`src/rtl/lsb_mem_ctrl_if.sv`:
```
// Bus bundle between the memory controller and its environment.
// The "slave" side is the controller itself; the "master" side is
// everything around it: the load/store buffer, the instruction fetch
// unit, the byte-wide RAM and the UART buffer-full flag.
interface lsb_mem_ctrl_if;

  // Load/store buffer port
  logic        lsb_req;
  logic [31:0] lsb_addr;
  logic [31:0] lsb_wdata;
  logic [5:0]  lsb_op;
  logic [31:0] lsb_rdata;
  logic        lsb_ok;

  // Instruction fetch port (always a 4-byte read)
  logic        if_req;
  logic [31:0] if_addr;
  logic [31:0] if_rdata;
  logic        if_ok;

  // Byte-wide RAM port and UART back-pressure
  logic [7:0]  mem_din;
  logic [7:0]  mem_dout;
  logic [31:0] mem_a;
  logic        mem_wr;
  logic        io_buffer_full;

  modport slave (
    input  lsb_req, lsb_addr, lsb_wdata, lsb_op,
    input  if_req, if_addr,
    input  mem_din, io_buffer_full,
    output lsb_rdata, lsb_ok, if_rdata, if_ok,
    output mem_dout, mem_a, mem_wr
  );

  modport master (
    output lsb_req, lsb_addr, lsb_wdata, lsb_op,
    output if_req, if_addr,
    output mem_din, io_buffer_full,
    input  lsb_rdata, lsb_ok, if_rdata, if_ok,
    input  mem_dout, mem_a, mem_wr
  );

endinterface

```
`src/rtl/lsb_mem_ctrl.sv`:
```
// Byte-serial memory controller shared by the load/store buffer and the
// instruction fetch unit. One transaction at a time; each access is split
// into 1, 2 or 4 single-byte RAM cycles, little-endian.
module lsb_mem_ctrl (
  input  logic           clk,
  input  logic           rst,
  input  logic           rdy,
  lsb_mem_ctrl_if.slave  bus
);

  // Opcode encoding shared with the load/store buffer
  localparam logic [5:0] OP_LB  = 6'd1;
  localparam logic [5:0] OP_LH  = 6'd2;
  localparam logic [5:0] OP_LW  = 6'd3;
  localparam logic [5:0] OP_LBU = 6'd4;
  localparam logic [5:0] OP_LHU = 6'd5;
  localparam logic [5:0] OP_SB  = 6'd6;
  localparam logic [5:0] OP_SH  = 6'd7;
  localparam logic [5:0] OP_SW  = 6'd8;

  typedef enum logic [1:0] {
    ST_IDLE,
    ST_READ,
    ST_WRITE,
    ST_DONE
  } state_t;

  state_t      state_q, state_d;

  // Latched transaction
  logic [31:0] addr_q;
  logic [31:0] wdata_q;
  logic [2:0]  n_q;        // byte count: 1, 2 or 4
  logic [2:0]  cnt_q;      // bytes addressed so far
  logic        is_lsb_q;   // 1 = LSB access, 0 = fetch
  logic [31:0] rbuf_q;     // read bytes assembled so far

  // Result registers, updated only when a read completes
  logic [31:0] lsb_rdata_q;
  logic [31:0] if_rdata_q;

  // A stall freezes the address, but the RAM keeps answering for the held
  // address. The byte that belonged to the previous address is saved on
  // the first frozen cycle and used on the first cycle after the stall.
  logic        frozen_q;
  logic [7:0]  din_hold_q;

  // Opcode decode
  logic        op_legal;
  logic        op_store;
  logic [2:0]  op_n;

  // Datapath helpers
  logic        accept_lsb;
  logic        accept_if;
  logic [7:0]  din_eff;
  logic [1:0]  cap_idx;
  logic [31:0] rd_word;
  logic [31:0] drive_addr;
  logic [7:0]  wr_byte;
  logic        wr_stall;
  logic        last_rd;
  logic        last_wr;

  // Raw FSM outputs before reset/enable gating
  logic [31:0] mem_a_raw;
  logic [7:0]  mem_dout_raw;
  logic        mem_wr_raw;
  logic        lsb_ok_raw;
  logic        if_ok_raw;

  // Decode the LSB opcode into byte count, direction and legality
  always_comb begin
    // NOTE: every signal assigned in a combinational block gets a default
    // first, so no path through the case can infer a latch.
    op_legal = 1'b1;
    op_store = 1'b0;
    op_n     = 3'd4;
    case (bus.lsb_op)
      OP_LB, OP_LBU: op_n = 3'd1;
      OP_LH, OP_LHU: op_n = 3'd2;
      OP_LW:         op_n = 3'd4;
      OP_SB: begin
        op_n     = 3'd1;
        op_store = 1'b1;
      end
      OP_SH: begin
        op_n     = 3'd2;
        op_store = 1'b1;
      end
      OP_SW: begin
        op_n     = 3'd4;
        op_store = 1'b1;
      end
      default: op_legal = 1'b0;
    endcase
  end

  // LSB wins arbitration in IDLE; an illegal LSB op simply isn't seen
  assign accept_lsb = (state_q == ST_IDLE) && bus.lsb_req && op_legal;
  assign accept_if  = (state_q == ST_IDLE) && !accept_lsb && bus.if_req;

  // Byte addressing (wraps modulo 2^32 by construction)
  assign drive_addr = addr_q + {29'b0, cnt_q};
  assign wr_byte    = wdata_q[{cnt_q[1:0], 3'b000} +: 8];
  assign wr_stall   = (addr_q[17:16] == 2'b11) && bus.io_buffer_full;
  assign last_rd    = (cnt_q == n_q);
  assign last_wr    = (cnt_q == n_q - 3'd1);

  // Merge the returning RAM byte into the assembled read word
  assign din_eff = frozen_q ? din_hold_q : bus.mem_din;
  assign cap_idx = cnt_q[1:0] - 2'd1;

  always_comb begin
    rd_word = rbuf_q;
    if (cnt_q != 3'd0) rd_word[{cap_idx, 3'b000} +: 8] = din_eff;
  end

  // Next-state and bus outputs
  always_comb begin
    state_d      = state_q;
    mem_a_raw    = 32'h0;
    mem_dout_raw = 8'h0;
    mem_wr_raw   = 1'b0;
    lsb_ok_raw   = 1'b0;
    if_ok_raw    = 1'b0;
    case (state_q)
      ST_IDLE: begin
        if (accept_lsb)     state_d = op_store ? ST_WRITE : ST_READ;
        else if (accept_if) state_d = ST_READ;
      end
      ST_READ: begin
        // n address cycles, then one more cycle to catch the last byte
        if (!last_rd) mem_a_raw = drive_addr;
        else          state_d   = ST_DONE;
      end
      ST_WRITE: begin
        mem_a_raw    = drive_addr;
        mem_dout_raw = wr_byte;
        if (!wr_stall) begin
          mem_wr_raw = 1'b1;
          if (last_wr) state_d = ST_DONE;
        end
      end
      ST_DONE: begin
        lsb_ok_raw = is_lsb_q;
        if_ok_raw  = !is_lsb_q;
        state_d    = ST_IDLE;
      end
      default: state_d = ST_IDLE;
    endcase
  end

  // Reset wins outright; a low rdy blocks writes and completion pulses
  assign bus.mem_a     = rst ? 32'h0 : mem_a_raw;
  assign bus.mem_dout  = rst ? 8'h0  : mem_dout_raw;
  assign bus.mem_wr    = mem_wr_raw & rdy & ~rst;
  assign bus.lsb_ok    = lsb_ok_raw & rdy & ~rst;
  assign bus.if_ok     = if_ok_raw  & rdy & ~rst;
  assign bus.lsb_rdata = lsb_rdata_q;
  assign bus.if_rdata  = if_rdata_q;

  // State register; holds while rdy is low
  always_ff @(posedge clk) begin
    // NOTE: sequential state uses non-blocking assignments so every
    // register samples the pre-edge values of the others.
    if (rst)      state_q <= ST_IDLE;
    else if (rdy) state_q <= state_d;
  end

  // Transaction latch, byte counter and read assembly
  always_ff @(posedge clk) begin
    // NOTE: the data registers are reset too, because the result outputs
    // and the stall bookkeeping must read as zero straight after reset.
    if (rst) begin
      addr_q      <= 32'h0;
      wdata_q     <= 32'h0;
      n_q         <= 3'd0;
      cnt_q       <= 3'd0;
      is_lsb_q    <= 1'b0;
      rbuf_q      <= 32'h0;
      lsb_rdata_q <= 32'h0;
      if_rdata_q  <= 32'h0;
      frozen_q    <= 1'b0;
      din_hold_q  <= 8'h0;
    end else begin
      frozen_q <= !rdy;
      if (!rdy && !frozen_q) din_hold_q <= bus.mem_din;
      if (rdy) begin
        case (state_q)
          ST_IDLE: begin
            if (accept_lsb) begin
              addr_q   <= bus.lsb_addr;
              wdata_q  <= bus.lsb_wdata;
              n_q      <= op_n;
              is_lsb_q <= 1'b1;
              cnt_q    <= 3'd0;
              rbuf_q   <= 32'h0;
            end else if (accept_if) begin
              addr_q   <= bus.if_addr;
              wdata_q  <= 32'h0;
              n_q      <= 3'd4;
              is_lsb_q <= 1'b0;
              cnt_q    <= 3'd0;
              rbuf_q   <= 32'h0;
            end
          end
          ST_READ: begin
            rbuf_q <= rd_word;
            if (last_rd) begin
              cnt_q <= 3'd0;
              if (is_lsb_q) lsb_rdata_q <= rd_word;
              else          if_rdata_q  <= rd_word;
            end else begin
              cnt_q <= cnt_q + 3'd1;
            end
          end
          ST_WRITE: begin
            if (!wr_stall) cnt_q <= last_wr ? 3'd0 : cnt_q + 3'd1;
          end
          ST_DONE: cnt_q <= 3'd0;
          default: cnt_q <= 3'd0;
        endcase
      end
    end
  end

endmodule

```
`src/flat_wrapper.sv`:
```
// flat-port wrapper written by rule: the top's interface ports become plain ports
module lsb_mem_ctrl_flat 
  (clk, rst, rdy, bus_lsb_req, bus_lsb_addr, bus_lsb_wdata, bus_lsb_op, bus_if_req, bus_if_addr, bus_mem_din, bus_io_buffer_full, bus_lsb_rdata, bus_lsb_ok, bus_if_rdata, bus_if_ok, bus_mem_dout, bus_mem_a, bus_mem_wr);
  lsb_mem_ctrl_if bus_i ();
  input  logic clk;
  input  logic rst;
  input  logic rdy;
  input wire logic [$bits(bus_i.lsb_req)-1:0] bus_lsb_req;
  input wire logic [$bits(bus_i.lsb_addr)-1:0] bus_lsb_addr;
  input wire logic [$bits(bus_i.lsb_wdata)-1:0] bus_lsb_wdata;
  input wire logic [$bits(bus_i.lsb_op)-1:0] bus_lsb_op;
  input wire logic [$bits(bus_i.if_req)-1:0] bus_if_req;
  input wire logic [$bits(bus_i.if_addr)-1:0] bus_if_addr;
  input wire logic [$bits(bus_i.mem_din)-1:0] bus_mem_din;
  input wire logic [$bits(bus_i.io_buffer_full)-1:0] bus_io_buffer_full;
  output wire logic [$bits(bus_i.lsb_rdata)-1:0] bus_lsb_rdata;
  output wire logic [$bits(bus_i.lsb_ok)-1:0] bus_lsb_ok;
  output wire logic [$bits(bus_i.if_rdata)-1:0] bus_if_rdata;
  output wire logic [$bits(bus_i.if_ok)-1:0] bus_if_ok;
  output wire logic [$bits(bus_i.mem_dout)-1:0] bus_mem_dout;
  output wire logic [$bits(bus_i.mem_a)-1:0] bus_mem_a;
  output wire logic [$bits(bus_i.mem_wr)-1:0] bus_mem_wr;
  assign bus_i.lsb_req = bus_lsb_req;
  assign bus_i.lsb_addr = bus_lsb_addr;
  assign bus_i.lsb_wdata = bus_lsb_wdata;
  assign bus_i.lsb_op = bus_lsb_op;
  assign bus_i.if_req = bus_if_req;
  assign bus_i.if_addr = bus_if_addr;
  assign bus_i.mem_din = bus_mem_din;
  assign bus_i.io_buffer_full = bus_io_buffer_full;
  assign bus_lsb_rdata = bus_i.lsb_rdata;
  assign bus_lsb_ok = bus_i.lsb_ok;
  assign bus_if_rdata = bus_i.if_rdata;
  assign bus_if_ok = bus_i.if_ok;
  assign bus_mem_dout = bus_i.mem_dout;
  assign bus_mem_a = bus_i.mem_a;
  assign bus_mem_wr = bus_i.mem_wr;
  lsb_mem_ctrl u_core (.clk(clk), .rst(rst), .rdy(rdy), .bus(bus_i));
endmodule
```
`config.mk`:
```
export PLATFORM = sky130hd
export DESIGN_NAME = lsb_mem_ctrl_flat
export DESIGN_NICKNAME = d
export VERILOG_FILES = /design/src/rtl/lsb_mem_ctrl_if.sv /design/src/rtl/lsb_mem_ctrl.sv /design/src/flat_wrapper.sv
export SDC_FILE = /design/constraint.sdc
export NUM_CORES = 1
export LEC_CHECK = 0
export CAP_MARGIN = 20
export CELL_PAD_IN_SITES_DETAIL_PLACEMENT = 1
export CELL_PAD_IN_SITES_GLOBAL_PLACEMENT = 1
export CORE_MARGIN = 2
export CORE_UTILIZATION = 30
export DETAILED_ROUTE_END_ITERATION = 12
export PLACE_DENSITY_LB_ADDON = 0.3
export RECOVER_POWER = 25
export SYNTH_ARGS = -nofsm -noshare
export SYNTH_HDL_FRONTEND = slang
export SYNTH_SLANG_ARGS = --single-unit
```
`constraint.sdc`:
```
create_clock -name clk -period 4.5 [get_ports clk]
set_input_delay 0.45 -clock clk [delete_from_list [all_inputs] [get_ports clk]]
set_output_delay 0.45 -clock clk [all_outputs]
set_load 0.01 [all_outputs]
```
==> summary.md, run 1 <==
| Metric | Value |
|---|---|
| Register bit total from synthesis | 178 |
| Max transition margin | -0.247 |
| Slew @ Worst Pin | 1870 ps |
| Unrepaired setup endpoints after global routing | false |
| H-tree depth | 4 |
| DR vias/cell | 5.11 |
| Hold path startpoint | rst |
| Post-DR wirelength/cell | 17.4 µm |
| R2R Setup Slk | 1350 ps |
| Hold Crit Class | in -> reg |
| Iteration-0 DRC Markers | 356 |
| Core Footprint | 28600 µm² |
| Clock Tree Root | clkbuf_16 |
| Setup Skew | 10.5 ps |
| Slowest cell on the critical path | clkdlybuf4s50_1 |
| Crit path DAT | 3340 ps |
| Cts bufs inserted | 17 |
| First-pass GRT wire length | 43900 µm |
| PortBufs | 222 |
| CP max stage delay | 580 ps |
| Most frequent cells in the layout | nor2_1 (202), dfxtp_1 (178), clkdlybuf4s50_1 (159) |
| Starting Density | 0.304 |
| Grt ovf | 0 |
| Die W | 174 µm |
| Largest net degree at the start of global routing | 88 |
| Setup TNS | 0 ps |
| DRC | 0 |
| Synth Flop Type | dfxtp_1 |
| Leakage | 4.19 nW |
| Drt pass-1 iters | 4 |
| Synth Area in Compound Gates | 0.240 |
| # diodes | 0 |
| Crit-path max FO | 8 |
| Synth async-reset ratio | 0 |
| CTS Sinks | 178 |
| Nets | 1287 |
| Total GRT Usage | 0.180 |
| Crit Path Class | reg -> out |
| Crit path cell chain | ha_1, inv_1, fa_1, nor2b_1, o21bai_1, or2_2, or3_1, a21oi_1, clkdlybuf4s50_1 |
| Final hold vios | 0 |
| Post-Synthesis Cells | 984 |
| Synthesis-to-layout area growth | 35.5% |
| Final core utilization | 0.411 |
| Vias in the first global route | 7994 |
| Largest family of logic cells by synthesized area | compound AO/OA/AOI/OAI gates |
| Maximum root-to-sink buffer count | 2 |
| Leading cell type in the layout, fill and taps excluded | nor2_1 |
| Max-slew violations | 88 |
| Final setup violation count | 0 |
| Routed wire length | 27000 µm |
| Final period utilization | 0.843 |
| Initial antenna violation count | 0 |
| XOR/XNOR Fraction of Synth Area | 0.0298 |
| Max Cap Viol | 1 |
| Worst vdd ir | 0.000209 V |
| Top Ports | 223 |
| Syn Area/Cell | 8.83 µm² |
| Worst-skew pair later-pin latency | 440 ps |
| Pre-CTS setup slack | 1150 ps |
| Post-DP HPWL | 19300 µm |
| Via count | 7933 |
| Final Critical Period | 3790 ps |
| EDFF count, synth | 0 |
| Post-Synth Adder-Cell Area | 0.0225 |
| Worst-path clk slew | 70 ps |
| Pwr Density | 324 nW/µm² |
| Final setup margin | 706 ps |
| CTS tree | built |
| Worst setup EP type | output pin |
| Cell Area, Synth | 8690 µm² |
| Failing checks | max-capacitance violations, max-slew violations |
| CP delay by family, top | simple AND/OR/NAND/NOR gates |
| Die area | 30300 µm² |
| ANT nets after route | 0 |
| Multiplexer share of the synthesized area | 0.0681 |
| Type of origin of the critical path | register |
| Buffers and inverters on the worst path | 2 |
| Total power | 0.00381 W |
| R2r startpoint | u_core.state_q[1] |
| Synth Net Count | 1115 |
| Share of cells above drive strength 1 | 0.0753 |
| Post-synthesis cell type count | 57 |
| CTS resizes | 0 |
| Gpl congestion | 0.767 |
| CP startpoint | u_core.addr_q[0] |
| Simple-gate share of the synthesized area | 0.174 |
| Hold-fix buffers, CTS | 0 |
| Seq/Total Area, Yosys | 0.410 |
| Post-CTS Setup Inserts | 0 |
| Fmax | 264 MHz |
| Rows | 62 |
| Chip height | 174 µm |
| Outcome | finished with violations |
| Worst path required time | 4050 ps |
| Synth warnings | 0 |
path summary, 6_finish.rpt:
kind,end,cells after the start
worst max register to register,u_core.addr_q[25],8
worst min register to register,u_core.rbuf_q[26],2
worst min-delay path,u_core.n_q[1],2
worst max-delay path,bus_mem_a[30],9
flip-flops by register name (all words and copies together) (netlist names):
| name | count |
|---|---|
| u_core.n_q | 3 |
| u_core.wdata_q | 32 |
| u_core.addr_q | 32 |
| u_core.is_lsb_q | 1 |
| u_core.frozen_q | 1 |
| u_core.rbuf_q | 32 |
| u_core.cnt_q | 3 |
| u_core.din_hold_q | 8 |
| u_core.bus.if_rdata | 32 |
| u_core.state_q | 2 |
| u_core.bus.lsb_rdata | 32 |
cell type report:
type	instances	area (µm²)
clock buffer	19	453
clock inverter	13	161
fill	3255	16900
inverter	18	67.6
multi-input combinational	704	4670
sequential	178	3560
tap	384	480
timing repair buffer	237	2380
per-stage QoR:
step,hold WS (ps),cell area (µm²),instances
after global placement,438,11100,1520
after global routing,337,11800,1553
final,339,11800,1553
after floorplan,432,8690,984
after CTS,326,11800,1553
after detailed placement,448,11200,1521
power by group:
| group | total, W | switching, W | internal (W) | leakage (nW) |
|---|---|---|---|---|
| Sequential | 0.00171 | 0.0000640 | 0.00164 | 1.44 |
| Combinational | 0.000548 | 0.000292 | 0.000256 | 2.44 |
| Clock | 0.00156 | 0.000732 | 0.000825 | 0.303 |
| Total | 0.00381 | 0.00109 | 0.00272 | 4.19 |
synthesized netlist by cell type (3+ instances only):
| cell type | count | share of area |
|---|---|---|
| a211oi_1 | 76 | 0.066 |
| a211oi_2 | 20 | 0.029 |
| a21oi_1 | 38 | 0.022 |
| a22o_1 | 16 | 0.016 |
| a22oi_1 | 82 | 0.071 |
| a31o_2 | 3 | 0.0030 |
| a31oi_1 | 3 | 0.0022 |
| and2_1 | 3 | 0.0022 |
| and4_1 | 6 | 0.0060 |
| buf_1 | 13 | 0.0056 |
| buf_2 | 17 | 0.0098 |
| buf_4 | 4 | 0.0035 |
| buf_6 | 9 | 0.012 |
| clkbuf_1 | 41 | 0.018 |
| dfxtp_1 | 178 | 0.41 |
| ha_1 | 14 | 0.020 |
| inv_1 | 18 | 0.0078 |
| mux2i_1 | 40 | 0.046 |
| mux4_2 | 8 | 0.021 |
| nand2_1 | 37 | 0.016 |
| nand2b_1 | 10 | 0.0072 |
| nand3_1 | 13 | 0.0075 |
| nor2_1 | 202 | 0.087 |
| nor2b_1 | 11 | 0.0079 |
| nor3_1 | 14 | 0.0081 |
| nor4_1 | 12 | 0.0086 |
| o21ai_0 | 19 | 0.011 |
| o2bb2ai_1 | 8 | 0.0081 |
| o31ai_1 | 3 | 0.0026 |
| or3_1 | 5 | 0.0036 |
| or4_1 | 3 | 0.0026 |
| xnor2_1 | 20 | 0.020 |
| xor2_1 | 7 | 0.0071 |
layer usage:
metal / wire length (µm) / part of all wire / vias to the layer above / global-route usage
met5: 0 / 0 / - / 0
met4: 397 / 0.015 / 0 / 0.0532
met3: 1370 / 0.051 / 23 / 0.0409
met2: 12800 / 0.47 / 187 / 0.293
met1: 12500 / 0.46 / 3818 / 0.237
li1: - / - / 3905 / -
kinds of logic after synthesis:
kind of cell | Yosys count
buffers and inverters | 102
AOI/OAI and AO/OA | 278
DFF | 178
muxes | 49
and+or+nand+nor | 334
xor gates and xnor gates | 28
adders and majority gates | 15
(Power assumes the default switching activity.)
==> inputs of run 2 (changes only) <==
==> constraint.sdc (replaced) <==
create_clock -name clk -period 3.6 [get_ports clk]
set_input_delay 0.36 -clock clk [delete_from_list [all_inputs] [get_ports clk]]
set_output_delay 0.36 -clock clk [all_outputs]
set_load 0.01 [all_outputs]
==> run 2 against run 1 <==
The flow still finishes with violations (max-capacitance violations, max-slew violations). Combinational power is 25% higher. Register-to-register slack worse by 620 ps. Non-clock buffer count is 1 lower. Sequential cell count stayed put. Setup slack worse by 610 ps. First-iteration DRC count is 18% higher. Final area is 0.35% lower. Critical path depth is 1 lower. Largest power group unchanged. Sequential power is 25% higher. Clock-buffer cell count is 2 lower. Power is 22% higher.
==> summary.md, run 2 (synthesized netlist as in run 1, its figures left out) <==
| Metric | Value |
|---|---|
| Most frequent cells in the layout | nor2_1 (202), dfxtp_1 (178), clkdlybuf4s50_1 (161) |
| R2R cell count | 7 (-1) |
| Die W | 174 µm (unchanged) |
| Iteration-0 DRC Markers | 419 (+18%) |
| Gpl congestion | 0.737 (-3.9%) |
| Max transition margin | -0.0620 (+0.185) |
| Leading cell type in the layout, fill and taps excluded | nor2_1 |
| Core Footprint | 28600 µm² (unchanged) |
| Hold path startpoint | rst |
| Finished Cell Area | 11700 µm² (-0.35%) |
| Final setup violation count | 0 (unchanged) |
| Final hold vios | 0 (unchanged) |
| Rows | 62 (unchanged) |
| PortBufs | 222 (unchanged) |
| CTS Sinks | 178 (unchanged) |
| Post-DR wirelength/cell | 17.1 µm (-1.7%) |
| CTS tree | built |
| Pre-CTS setup slack | 399 ps (-753 ps) |
| R2R Setup Slk | 730 ps (-620 ps) |
| Clock Tree Root | clkbuf_16 |
| Maximum root-to-sink buffer count | 2 (unchanged) |
| Hold path cells | 2 (unchanged) |
| Max-slew violations | 76 (-14%) |
| Share of cells above drive strength 1 | 0.0763 (+0.000986) |
| Chip height | 174 µm (unchanged) |
| Placed cells | 1520 (-0.066%) |
| Crit-path max FO | 15 (+7) |
| R2r startpoint | u_core.cnt_q[0] |
| Cts bufs inserted | 17 (unchanged) |
| Crit path DAT | 3140 ps (-200 ps) |
| Worst-skew pair later-pin latency | 430 ps (about the same) |
| Worst path required time | 3240 ps (-810 ps) |
| Unrepaired setup endpoints after global routing | true |
| R2r endpoint | u_core.rbuf_q[27] |
| First-pass GRT wire length | 42800 µm (-2.6%) |
| Worst setup EP type | output pin |
| Synthesis-to-layout area growth | 35.0% |
| Routed wire length | 26500 µm (-1.8%) |
| Hold-fix buffers, CTS | 0 (unchanged) |
| DR vias/cell | 5.09 (-0.26%) |
| Slew @ Worst Pin | 1590 ps (-277 ps) |
| Initial antenna violation count | 0 (unchanged) |
| Leakage | 4.13 nW (-1.3%) |
| H-tree depth | 4 (unchanged) |
| Final core utilization | 0.410 (-0.00144) |
| Worst vdd ir | 0.000296 V (+42%) |
| Min-Delay Endpoint | u_core.wdata_q[17] |
| ANT nets after route | 0 (unchanged) |
| Final Critical Period | 3500 ps |
| Max Cap Viol | 1 (unchanged) |
| Crit Path Class | reg -> out |
| Grt ovf | 0 (unchanged) |
| Nets | 1286 (-0.078%) |
| Vias in the first global route | 7988 (-0.075%) |
| Drt pass-1 iters | 5 (+1) |
| # diodes | 0 (unchanged) |
| Via count | 7902 (-0.39%) |
| Setup Skew | 12.8 ps (+2.34 ps) |
| Most common cell on crit path | a21oi_1 |
| Total GRT Usage | 0.174 (-0.00566) |
| CP max stage delay | 590 ps (about the same) |
| Failing checks | max-capacitance violations, max-slew violations |
| Slowest cell on the critical path | clkdlybuf4s50_1 |
| Die area | 30300 µm² (unchanged) |
| Filler cells | 3313 (+1.8%) |
| Pwr Density | 395 nW/µm² (+22%) |
| Type of origin of the critical path | register |
| Starting Density | 0.304 (unchanged) |
| Top Ports | 223 (unchanged) |
| Post-Place Cell Area | 11200 µm² (about the same) |
| DRC | 0 (unchanged) |
| Worst-path clk slew | 70 ps (about the same) |
| Crit path cell chain | buf_4, ha_1, a21o_1, a21oi_1, or3_1, or4_1, a21oi_1, clkdlybuf4s50_1 |
| Fmax | 285 MHz |
| Final Non-Filler Cells | 1551 (-0.13%) |
| Total power | 0.00463 W (+22%) |
| Hold Crit Class | in -> reg |
| Final period utilization | 0.974 |
| Post-DP HPWL | 19100 µm (-1.2%) |
| Outcome | finished with violations |
| Final setup margin | 95.3 ps (-611 ps) |
| Largest net degree at the start of global routing | 76 (-14%) |
==> run 2: changes by cell type in the layout (fill, tap and decap cells not counted), sizes merged <==
cell           before  now
buf                15   14
bufinv              1    0
clkbuf             20   18
clkdlybuf4s50     159  161
clkinv              6    5
clkinvlp            0    3
dlygate4sd3        62   60
==> run 2: repair_timing <==
item	in CTS	in global routing
buffers inserted	0	0
pin swaps	0	0
gates resized for setup	3	0
cloned	0	0
endpoints found under the setup margin	5	7
==> run 2: worst max-delay path by stage <==
stage / startpoint / to / slack (ps) / cells past startpoint
after CTS: u_core.cnt_q[1] / bus_mem_a[31] / 60 / 8
after global routing: u_core.cnt_q[0] / bus_mem_a[20] / -30 / 9
after global placement: u_core.cnt_q[0] / bus_mem_a[30] / 450 / 9
final: u_core.cnt_q[1] / bus_mem_a[31] / 100 / 8
after floorplan: u_core.cnt_q[1] / bus_mem_a[30] / 600 / 8
after detailed placement: u_core.cnt_q[0] / bus_mem_a[30] / 400 / 9
==> run 2: report_power, final <==
part           internal (W)  switching, W
Sequential          0.00205     0.0000802
Clock              0.000916      0.000897
Combinational      0.000319      0.000367
==> run 2: per-layer routing <==
layer  wire length, µm  GRT usage
met3              1300     0.0411
met5                 0          0
met1             12300      0.224
met2             12700      0.294
met4               290     0.0417
==> run 2: worst max-delay path: cells and delay by family, from the launching register on <==
kind / cells / cell delay [ps]
fa+ha+maj: 1 / 310
compound gates: 3 / 400
flops: 1 / 310
buf+inv: 2 / 800
simple gates: 2 / 900
==> run 2: metrics by stage <==
step,hold WS [ps],setup TNS [ps]
final,276,0
after detailed placement,448,0
after CTS,258,0
after global placement,439,0
after global routing,284,-183
after floorplan,432,0
==> run 2: area by class of cell <==
class	count	area, µm²	share of cell area
repair buffers	236	2380	0.203
multi-input cells	704	4670	0.399
clock inverters	14	143	0.0122
flip-flops and latches	178	3560	0.304
well taps	384	480	0.0410
inverters	18	67.6	0.00576
clock buffers	17	425	0.0363
==> inputs of run 3 (changes only) <==
--- a/config.mk
+++ b/config.mk
@@ -6,10 +6,10 @@
 export NUM_CORES = 1
 export LEC_CHECK = 0
 export CAP_MARGIN = 20
-export CELL_PAD_IN_SITES_DETAIL_PLACEMENT = 1
+export CELL_PAD_IN_SITES_DETAIL_PLACEMENT = 0
 export CELL_PAD_IN_SITES_GLOBAL_PLACEMENT = 1
 export CORE_MARGIN = 2
-export CORE_UTILIZATION = 30
+export CORE_UTILIZATION = 37
 export DETAILED_ROUTE_END_ITERATION = 12
 export PLACE_DENSITY_LB_ADDON = 0.3
 export RECOVER_POWER = 25
==> constraint.sdc (replaced) <==
create_clock -name clk -period 3.6 [get_ports clk]
set_input_delay 0.36 -clock clk [delete_from_list [all_inputs] [get_ports clk]]
set_output_delay 0.36 -clock clk [all_outputs]
set_load 0.05 [all_outputs]
==> run 3 against run 2 <==
The run now ends clean. Via count is 2.6% lower. First-iteration DRC count increased by 2.4%. Combinational power up 13%. Core utilization rose by 9.9 points. Largest cell class unchanged. Sequential share of layout area decreased by 0.27 points. Clock skew grew 1.0 ps. Non-clock buffer count grew 3.
==> summary.md, run 3 (synthesized netlist as in run 1, its figures left out) <==
| Metric | Value |
|---|---|
| Outcome | finished clean |
| Total GRT Usage | 0.194 (+0.0196) |
| Post-CTS Setup Inserts | 0 (unchanged) |
| R2r startpoint | u_core.cnt_q[0] |
| Most frequent cells in the layout | nor2_1 (202), dfxtp_1 (178), clkdlybuf4s50_1 (126) |
| Drt pass-1 iters | 5 (unchanged) |
| Leakage | 4.28 nW (+3.7%) |
| Crit path cell chain | ha_1, inv_1, fa_1, nor2b_1, o21bai_1, or2_2, or3_1, a21oi_1, buf_12 |
| Initial antenna violation count | 1 (+1) |
| Crit-path max FO | 8 (-7) |
| Leading cell type in the layout, fill and taps excluded | nor2_1 |
| Final Critical Period | 3340 ps (-169 ps) |
| PortBufs | 222 (unchanged) |
| Chip height | 157 µm (-9.7%) |
| Final hold vios | 0 (unchanged) |
| Nets | 1289 (+0.23%) |
| Top Ports | 223 (unchanged) |
| Crit Path Class | reg -> out |
| Fmax | 300 MHz (+5.1%) |
| CTS tree | built |
| Worst-skew pair later-pin latency | 430 ps (about the same) |
| Post-DR wirelength/cell | 16.0 µm (-6.4%) |
| Starting Density | 0.374 (+0.0700) |
| Setup TNS | 0 ps (unchanged) |
| Hold-fix buffers, CTS | 0 (unchanged) |
| CTS Sinks | 178 (unchanged) |
| Hold path cells | 2 (unchanged) |
| Slew @ Worst Pin | 1000 ps (-593 ps) |
| Pwr Density | 399 nW/µm² (+0.99%) |
| R2R cell count | 7 (unchanged) |
| Min-Delay Endpoint | u_core.wdata_q[16] |
| Cts bufs inserted | 17 (unchanged) |
| Slowest cell on the critical path | fa_1 |
| DR vias/cell | 5.16 (+1.3%) |
| Worst path required time | 3240 ps (about the same) |
| Hold Crit Class | in -> reg |
| Maximum root-to-sink buffer count | 2 (unchanged) |
| Crit path DAT | 2980 ps (-160 ps) |
| Gpl congestion | 0.795 (+7.8%) |
| Worst-path clk slew | 70 ps (about the same) |
| Type of origin of the critical path | register |
| First-pass GRT wire length | 38400 µm (-10%) |
| Synthesis-to-layout area growth | 36.2% |
| Max Cap Viol | 0 (-1) |
| Max-slew violations | 0 (-100%) |
| Die W | 157 µm (-9.7%) |
| Core Footprint | 23300 µm² (-19%) |
| Unrepaired setup endpoints after global routing | false |
| Worst setup EP type | output pin |
| Vias in the first global route | 7281 (-8.9%) |
| Largest net degree at the start of global routing | 66 (-13%) |
| Share of cells above drive strength 1 | 0.103 (+0.0271) |
| Final setup violation count | 0 (unchanged) |
| Post-DP HPWL | 16600 µm (-13%) |
| Iteration-0 DRC Markers | 429 (+2.4%) |
| Max transition margin | 0.328 (+0.390) |
| ANT nets after route | 0 (unchanged) |
| Rows | 56 (-9.7%) |
| CTS resizes | 0 (-3) |
| Die area | 24700 µm² (-19%) |
| Final period utilization | 0.927 (-0.0469) |
| DRC | 0 (unchanged) |
| Worst vdd ir | 0.000268 V (-9.5%) |
| Setup Skew | 13.8 ps (+1.03 ps) |
| R2r endpoint | u_core.rbuf_q[27] |
| Hold_ws | 328 ps (+51.1 ps) |
| H-tree depth | 4 (unchanged) |
| Grt ovf | 0 (unchanged) |
| Hold path startpoint | rst |
| R2R Setup Slk | 860 ps (+130 ps) |
| Via count | 7697 (-2.6%) |
| Clock Tree Root | clkbuf_16 |
| Routed wire length | 23900 µm (-10%) |
| CP max stage delay | 380 ps (-210 ps) |
-- run 3: worst max-delay path by stage --
stage | startpoint | end | slack [ps]
6_report | u_core.cnt_q[0] | bus_mem_a[30] | 260
5_1_grt | u_core.addr_q[0] | bus_mem_a[30] | 70
4_1_cts | u_core.cnt_q[0] | bus_mem_a[30] | 230
3_5_place_dp | u_core.cnt_q[0] | bus_mem_a[30] | 700
3_3_place_gp | u_core.cnt_q[0] | bus_mem_a[30] | 730
2_1_floorplan | u_core.cnt_q[1] | bus_mem_a[30] | 40
-- run 3: metrics by stage --
stage | total power [W] | cell area [µm²] | worst slack, ps | utilization | cells
3_3_place_gp | 0.00296 | 11300 | 730 | 0.484 | 1458
3_5_place_dp | 0.00297 | 11300 | 698 | 0.484 | 1458
4_1_cts | 0.00480 | 11800 | 228 | 0.509 | 1490
2_1_floorplan | 0.00267 | 8690 | 42.1 | - | 984
6_report | 0.00472 | 11800 | 264 | 0.509 | 1491
5_1_grt | 0.00494 | 11800 | 70.3 | 0.509 | 1491
-- run 3: metal layers --
metal	wire length, µm	global-route usage
met1	11300	0.263
met2	11000	0.307
met3	1340	0.0518
met4	303	0.0485
met5	0	0
-- run 3: where the power goes --
part | switching [W] | total (W) | internal (W)
Clock | 0.000877 | 0.00182 | 0.000939
Sequential | 0.0000764 | 0.00213 | 0.00205
Combinational | 0.000452 | 0.000775 | 0.000323
-- run 3: final cells by class --
cell class              instances  area (µm²)
well taps                     319         399
clock inverters                14         143
repair buffers                239        2550
fillers                      2248       11400
clock buffers                  18         439
multi-input cells             704        4670
inverters                      18        67.6
diodes                          1        2.50
flip-flops and latches        178        3560
-- run 3: critical path: cells and delay by family (launching register included) --
family	cells	cell delay (ps)
DFF	1	340
AOI/OAI and AO/OA	2	500
buffers and inverters	2	230
and+or+nand+nor	3	940
adders and majority gates	2	550
